### config.mk
export PLATFORM = sky130hd
export DESIGN_NAME = vid_fetch_ctrl
export DESIGN_NICKNAME = d
export VERILOG_FILES = /design/src/rtl/vid_fetch_ctrl.sv
export SDC_FILE = /design/constraint.sdc
export NUM_CORES = 1
export LEC_CHECK = 0
export CELL_PAD_IN_SITES_DETAIL_PLACEMENT = 0
export CELL_PAD_IN_SITES_GLOBAL_PLACEMENT = 1
export CORE_MARGIN = 10
export CORE_UTILIZATION = 25
export CTS_BUF_LIST = sky130_fd_sc_hd__clkbuf_8
export CTS_CLUSTER_DIAMETER = 50
export DETAILED_ROUTE_END_ITERATION = 10
export GPL_ROUTABILITY_DRIVEN = 0
export PLACE_DENSITY_LB_ADDON = 0.1
export SETUP_SLACK_MARGIN = 0.5
export SLEW_MARGIN = 20
export SYNTH_ARGS = -nofsm -noshare
export SYNTH_HDL_FRONTEND = slang
export SYNTH_SLANG_ARGS = --single-unit
### constraint.sdc
create_clock -name clk -period 4.5 [get_ports clk]
set_input_delay 1.35 -clock clk [delete_from_list [all_inputs] [get_ports clk]]
set_output_delay 1.35 -clock clk [all_outputs]
set_load 0.05 [all_outputs]
### src/rtl/vid_fetch_ctrl.sv
// Pixel-fetch sequencer: bids for the bus and issues 4-beat read bursts that walk the frame
// line by line, writing each returned pixel into the RGB FIFOs.
module vid_fetch_ctrl #(
    parameter int unsigned FIFO_DEPTH = 16,
    parameter int unsigned BURST_LEN  = 4,
    parameter logic [2:0]  CMD_READ   = 3'b010,
    parameter logic [2:0]  CMD_RDATA  = 3'b011
) (
    input  logic        clk,
    input  logic        reset,
    input  logic        en,
    input  logic        frame_start,
    input  logic [31:0] base_address,
    input  logic [31:0] lineinc,
    input  logic [12:0] hsize,
    input  logic [12:0] vsize,
    input  logic [4:0]  fifo_level,
    input  logic        ackin,
    input  logic        selin,
    input  logic [2:0]  cmdin,
    input  logic [31:0] addrdatain,
    output logic [1:0]  reqout,
    output logic [2:0]  cmdout,
    output logic [1:0]  lenout,
    output logic [31:0] addrdataout,
    output logic [3:0]  reqtar,
    output logic        fifo_wr,
    output logic [23:0] fifo_wdata,
    output logic        fifo_flush,
    output logic        line_done,
    output logic        frame_done,
    output logic        busy
);

    typedef enum logic [2:0] {StIdle, StBid, StAddr, StData, StDone} state_e;

    state_e      state_q, state_d;
    logic [31:0] line_addr_q, line_addr_d;
    logic [31:0] pix_addr_q, pix_addr_d;
    logic [12:0] line_cnt_q, line_cnt_d;
    logic [12:0] pix_cnt_q, pix_cnt_d;
    logic [1:0]  beat_cnt_q, beat_cnt_d;
    logic        discard_q, discard_d;
    logic        fin_q, fin_d;

    logic [1:0]  reqout_q, reqout_d;
    logic [2:0]  cmdout_q, cmdout_d;
    logic [1:0]  lenout_q, lenout_d;
    logic [31:0] addrdataout_q, addrdataout_d;
    logic        fifo_wr_q, fifo_wr_d;
    logic [23:0] fifo_wdata_q, fifo_wdata_d;
    logic        fifo_flush_q, fifo_flush_d;
    logic        line_done_q, line_done_d;
    logic        frame_done_q, frame_done_d;
    logic        busy_q, busy_d;

    logic [12:0] hsize_eff;
    logic [12:0] pix_cnt_inc;
    logic [31:0] next_line_addr;
    logic        beat, last_beat, level_ok;
    logic [7:0]  unused_data_hi;

    assign hsize_eff      = hsize & ~13'd3;
    assign pix_cnt_inc    = pix_cnt_q + 13'(BURST_LEN);
    assign next_line_addr = line_addr_q + lineinc;
    assign beat           = (state_q == StData) && selin && (cmdin == CMD_RDATA);
    assign last_beat      = beat_cnt_q == 2'(BURST_LEN - 1);
    assign level_ok       = fifo_level <= 5'(FIFO_DEPTH - BURST_LEN);
    assign unused_data_hi = addrdatain[31:24];

    always_comb begin
        state_d      = state_q;
        line_addr_d  = line_addr_q;
        pix_addr_d   = pix_addr_q;
        line_cnt_d   = line_cnt_q;
        pix_cnt_d    = pix_cnt_q;
        beat_cnt_d   = beat_cnt_q;
        discard_d    = discard_q;
        fin_d        = fin_q;
        fifo_wr_d    = 1'b0;
        fifo_wdata_d = fifo_wdata_q;
        fifo_flush_d = 1'b0;
        line_done_d  = 1'b0;
        frame_done_d = 1'b0;

        unique case (state_q)
            StIdle: begin
                if (en && !fin_q && level_ok && hsize_eff != 13'd0 && vsize != 13'd0) begin
                    state_d = StBid;
                end
            end
            StBid: begin
                if (!en) begin
                    state_d = StIdle;
                end else if (ackin) begin
                    state_d = StAddr;
                end
            end
            StAddr: state_d = StData;
            StData: begin
                if (beat) begin
                    beat_cnt_d = beat_cnt_q + 2'd1;
                    if (!discard_q) begin
                        fifo_wr_d    = 1'b1;
                        fifo_wdata_d = addrdatain[23:0];
                    end
                    if (last_beat) begin
                        beat_cnt_d = 2'd0;
                        discard_d  = 1'b0;
                        state_d    = StIdle;
                        // A discarded burst belongs to the abandoned frame: pointers stay put.
                        if (!discard_q) begin
                            pix_addr_d = pix_addr_q + 32'(BURST_LEN * 4);
                            pix_cnt_d  = pix_cnt_inc;
                            if (pix_cnt_inc == hsize_eff) begin
                                line_done_d = 1'b1;
                                line_addr_d = next_line_addr;
                                pix_addr_d  = next_line_addr;
                                pix_cnt_d   = 13'd0;
                                line_cnt_d  = line_cnt_q + 13'd1;
                                if (line_cnt_q + 13'd1 == vsize) begin
                                    frame_done_d = 1'b1;
                                    fin_d        = 1'b1;
                                    state_d      = StDone;
                                end
                            end
                        end
                    end
                end
            end
            StDone: state_d = StDone;
            default: state_d = StIdle;
        endcase

        if (frame_start) begin
            line_addr_d  = base_address;
            pix_addr_d   = base_address;
            line_cnt_d   = 13'd0;
            pix_cnt_d    = 13'd0;
            fin_d        = 1'b0;
            fifo_flush_d = 1'b1;
            fifo_wr_d    = 1'b0;
            line_done_d  = 1'b0;
            frame_done_d = 1'b0;
            // A read already on the bus must still be drained, but its data is dropped.
            unique case (state_q)
                StAddr: discard_d = 1'b1;
                StData: begin
                    if (beat && last_beat) begin
                        state_d = StIdle;
                    end else begin
                        discard_d = 1'b1;
                    end
                end
                default: state_d = StIdle;
            endcase
        end

        busy_d        = (state_d == StBid) || (state_d == StAddr) || (state_d == StData);
        reqout_d      = (state_d == StBid) ? 2'b11 : 2'b00;
        cmdout_d      = (state_d == StAddr) ? CMD_READ : 3'b000;
        lenout_d      = (state_d == StAddr) ? 2'b01 : 2'b00;
        addrdataout_d = (state_d == StAddr) ? pix_addr_d : 32'd0;
    end

    always_ff @(posedge clk) begin
        if (reset) begin
            state_q       <= StIdle;
            line_addr_q   <= 32'd0;
            pix_addr_q    <= 32'd0;
            line_cnt_q    <= 13'd0;
            pix_cnt_q     <= 13'd0;
            beat_cnt_q    <= 2'd0;
            discard_q     <= 1'b0;
            fin_q         <= 1'b1;
            reqout_q      <= 2'b00;
            cmdout_q      <= 3'b000;
            lenout_q      <= 2'b00;
            addrdataout_q <= 32'd0;
            fifo_wr_q     <= 1'b0;
            fifo_wdata_q  <= 24'd0;
            fifo_flush_q  <= 1'b0;
            line_done_q   <= 1'b0;
            frame_done_q  <= 1'b0;
            busy_q        <= 1'b0;
        end else begin
            state_q       <= state_d;
            line_addr_q   <= line_addr_d;
            pix_addr_q    <= pix_addr_d;
            line_cnt_q    <= line_cnt_d;
            pix_cnt_q     <= pix_cnt_d;
            beat_cnt_q    <= beat_cnt_d;
            discard_q     <= discard_d;
            fin_q         <= fin_d;
            reqout_q      <= reqout_d;
            cmdout_q      <= cmdout_d;
            lenout_q      <= lenout_d;
            addrdataout_q <= addrdataout_d;
            fifo_wr_q     <= fifo_wr_d;
            fifo_wdata_q  <= fifo_wdata_d;
            fifo_flush_q  <= fifo_flush_d;
            line_done_q   <= line_done_d;
            frame_done_q  <= frame_done_d;
            busy_q        <= busy_d;
        end
    end

    assign reqout      = reqout_q;
    assign cmdout      = cmdout_q;
    assign lenout      = lenout_q;
    assign addrdataout = addrdataout_q;
    assign reqtar      = 4'b0000;
    assign fifo_wr     = fifo_wr_q;
    assign fifo_wdata  = fifo_wdata_q;
    assign fifo_flush  = fifo_flush_q;
    assign line_done   = line_done_q;
    assign frame_done  = frame_done_q;
    assign busy        = busy_q;

endmodule

==> out/qor.csv <==
stage,metric,value,unit
clocking,cts_max_level,4,
worst_setup_path,critPathLaunchType,primary input,
power_and_ir_drop,cellLeakagePower,4.78,nW
power_and_ir_drop,p_switching,975,µW
layout,nets,1567,
job,drv_cap,0,
yosys,synth_warnings,0,
worst_setup_path,worst_ep_required_time,4.85,ns
grt,grt_overflow,0,
power_and_ir_drop,power_frac_comb,0.203,
timing,finalHoldViolations,0,
layout,fin_util,0.351,
die,coreArea,35600,µm²
clocking,root_buffer,clkbuf_8,
power_and_ir_drop,p_sw_frac,0.299,
timing,worstMarginPinSlew,0.965,ns
timing,worst_slack,0.596,ns
grt,grt_pass1_vias,9154,
timing,relSlewSlack,0.354,
clocking,cts_made_buffers,17,
layout,n_fill_cell,3756,
placement,portBuffers,190,
yosys,synth_area_per_cell,7.75,µm²
die,die_h,210,µm
die,dieArea,44100,µm²
worst_setup_path,end_kind,flop,
power_and_ir_drop,seq_power_share,0.450,
yosys,synth_fa_ha_area_frac,0.0508,
timing,rsz0062_at_grt,false,
layout,drive_above_1_share,0.118,
timing,slew_viol_final,0,
drt,drt_iter0_drc,604,
power_and_ir_drop,internal_power,2.28,mW
clocking,clkLatencyLatePin,0.49,ns
clocking,cts.sinks,158,
power_and_ir_drop,power_density,261,nW/µm²
layout,areaGrowthSynthToFinish,38.3,%
drt,detail-route-antenna-nets,0,
yosys,synth-main-ff-cell,dfxtp_1,
yosys,synth_edf_count,0,
die,start_util,0.254,
power_and_ir_drop,ir_drop,0.168,mV
grt,antenna_found_initial,1,
yosys,synth-seq-area-share,0.351,
yosys,ys_async_sr_fraction,0,
timing,fin_crit,3.90,ns
worst_setup_path,critPathArrivalTime,4.25,ns
yosys,synthMuxAreaShare,0.0164,
clocking,clockBufferDepth,2,
worst_setup_path,critPathMaxStageDelay,0.45,ns
power_and_ir_drop,finalPower,3.26,mW
grt,grt_max_degree,54,
placement,place_hpwl,25800,µm
yosys,synthSimpleGateAreaFrac,0.241,
worst_setup_path,worstPathCellList,"clkdlybuf4s50_1, ha_2, a21o_1, a311o_1, a41oi_2, buf_4, a2111oi_2, buf_4, o211ai_1, nand2_1, buf_4, a211oi_4, nor2_1, xnor2_1, o21ai_0",
yosys,syn-instance-count,1164,
die,rows,69,
clocking,cts_tree,done,
worst_hold_path,hold_class,reg2reg,
worst_setup_path,timing.critical_path.mode_cell,buf_4,
worst_setup_path,crit_type,in2reg,
drt,avgViaCountPerCell,4.78,
drt,num_vias,8925,
timing,finalCritPeriodShare,0.867,
yosys,synth_top_family_by_area,simple AND/OR/NAND/NOR gates,
clocking,cts_hold_buf,0,
die,die_w,210,µm
drt,drt-total-wl,34900,µm
worst_setup_path,critPathMaxFanout,3,
grt,grt_util_all_layers,0.155,
clocking,path_clk_slew,0.10,ns
timing,fmax,256,MHz
placement,place_ws,-0.333,ns
worst_setup_path,crit_path_top_delay_cell,clkdlybuf4s50_1,
grt,grt_first_pass_wirelength,53900,µm
die,top_level_ports,208,
drt,firstDrtPassIters,5,
yosys,yosys.cell_types.count,75,
timing,setup_violations,0,
drt,wl_per_cell,18.7,µm
yosys,ys_seq_elements,158,
yosys,synth_compound_area_frac,0.227,
timing,worst_clock_skew,0.0187,ns
yosys,synth_xor_area_frac,0.0688,
yosys,syn_area,9020,µm²
power_and_ir_drop,power_frac_clock,0.347,
status,outcome,"complete, no violations",
drt,drcViolationCount,0,
## logic make-up (layout without fill, tap and decap cells)
group,count (synthesis),after routing
flops,158,158
simple gates,464,464
xor+xnor,70,70
other cells,1,8
mux,14,14
fa+ha+maj,36,36
buf+inv,91,328
compound gates,330,330
## worst max-delay path: cells and delay by family
family	cells	cell delay (ns)
xor gates and xnor gates	1	0.12
and+or+nand+nor	2	0.23
AOI/OAI and AO/OA	7	1.41
adders and majority gates	1	0.21
buffers and inverters	4	0.92
## final timing paths
path,from,to,slack (ns),cells after the start
setup reg to reg,pix_cnt_q[2]$_SDFFE_PP0P_,addrdataout[10]$_SDFF_PP0_,1.19,12
hold reg to reg,fifo_wdata[3]$_SDFFE_PP0P_,fifo_wdata[3]$_SDFFE_PP0P_,0.46,2
hold / removal,fifo_wdata[3]$_SDFFE_PP0P_,fifo_wdata[3]$_SDFFE_PP0P_,0.46,2
setup / recovery,lineinc[5],line_addr_q[31]$_SDFFE_PP0P_,0.60,15
## timing repair
action	4_1_cts	5_1_grt
pin swaps	4	24
buffers inserted	1	9
setup endpoints to repair	16	41
gates resized for setup	9	29
## synthesized netlist by cell type (all sizes together) (9+ instances only)
cell    instances  area [µm²]
dfxtp         158        3160
buf            26         165
xor2           35         307
and3           18         113
a31oi          14         103
mux2i          11         110
o21bai         14         105
nand2b         14        87.6
a21oi         154         782
nand2         157         589
o211ai          9        67.6
nand4          16         100
ha             35         438
xnor2          35         314
nand3          41         205
inv            22        82.6
nor4           10         105
a21o           20         150
o21ai          53         265
nor2b          11        68.8
nor3           29         150
nor2          135         509
a211oi         12         100
clkbuf         43         163
## placed cells by master (no fill, tap or decap), types with 5 or more instances in the layout
master / n
a211oi_1: 10
a21boi_0: 6
a21o_1: 20
a21oi_1: 150
a311oi_1: 6
a31oi_1: 13
and2_1: 8
and3_1: 18
buf_4: 81
clkbuf_8: 19
clkdlybuf4s50_1: 183
conb_1: 7
dfxtp_1: 158
dlymetal6s2s_1: 5
ha_1: 28
inv_1: 22
mux2i_1: 11
nand2_1: 156
nand2b_1: 13
nand3_1: 41
nand4_1: 16
nor2_1: 134
nor2b_1: 10
nor3_1: 28
nor3b_1: 5
nor4_1: 6
o211ai_1: 9
o21a_1: 6
o21ai_0: 48
o21bai_1: 14
or3_1: 6
xnor2_1: 33
xor2_1: 32
## sequential cells by signal, indices dropped and copies added, names as in the netlist
| name | count |
|---|---|
| frame_done | 1 |
| state_q | 3 |
| pix_cnt_q | 11 |
| fin_q | 1 |
| busy | 1 |
| line_addr_q | 32 |
| cmdout | 1 |
| reqout | 1 |
| fifo_wdata | 24 |
| fifo_wr | 1 |
| beat_cnt_q | 2 |
| addrdataout | 32 |
| discard_q | 1 |
| fifo_flush | 1 |
| pix_addr_q | 32 |
| line_done | 1 |
| line_cnt_q | 13 |
## power by group through the flow
stage	clock [mW]	sequential (mW)	combinational, mW
2_1_floorplan	0	1.49	0.341
3_3_place_gp	0	1.50	0.627
3_5_place_dp	0	1.50	0.624
4_1_cts	1.19	1.47	0.636
5_1_grt	1.24	1.47	0.728
6_report	1.13	1.47	0.662
## final cells by class
cell class | count | area (µm²) | share of cell area
Multi-Input combinational cell | 921 | 5660 | 0.454
Sequential cell | 158 | 3160 | 0.254
Timing Repair Buffer | 275 | 2580 | 0.207
Tap cell | 461 | 577 | 0.0463
Clock buffer | 19 | 262 | 0.0210
Clock inverter | 12 | 138 | 0.0110
Inverter | 22 | 82.6 | 0.00662
Antenna cell | 1 | 2.50 | 0.000201
## routing by layer
metal / wire length, µm / global-route usage / up-vias
li1: - / - / 4549
met1: 16800 / 0.203 / 4203
met2: 16500 / 0.255 / 150
met3: 1150 / 0.0273 / 23
met4: 503 / 0.0442 / 0
met5: 0 / 0 / -
## through the flow
| step | setup TNS (ns) | cells | hold WS, ns | area (µm²) |
|---|---|---|---|---|
| 6_report | 0 | 1869 | 0.458 | 12500 |
| 5_1_grt | 0 | 1869 | 0.480 | 12500 |
| 4_1_cts | 0 | 1859 | 0.460 | 12200 |
| 3_5_place_dp | -2.91 | 1827 | 0.446 | 11800 |
| 3_3_place_gp | -3.48 | 1827 | 0.442 | 11800 |
| 2_1_floorplan | 0 | 1170 | 0.439 | 9040 |
Power figures use the tool's default switching activity.
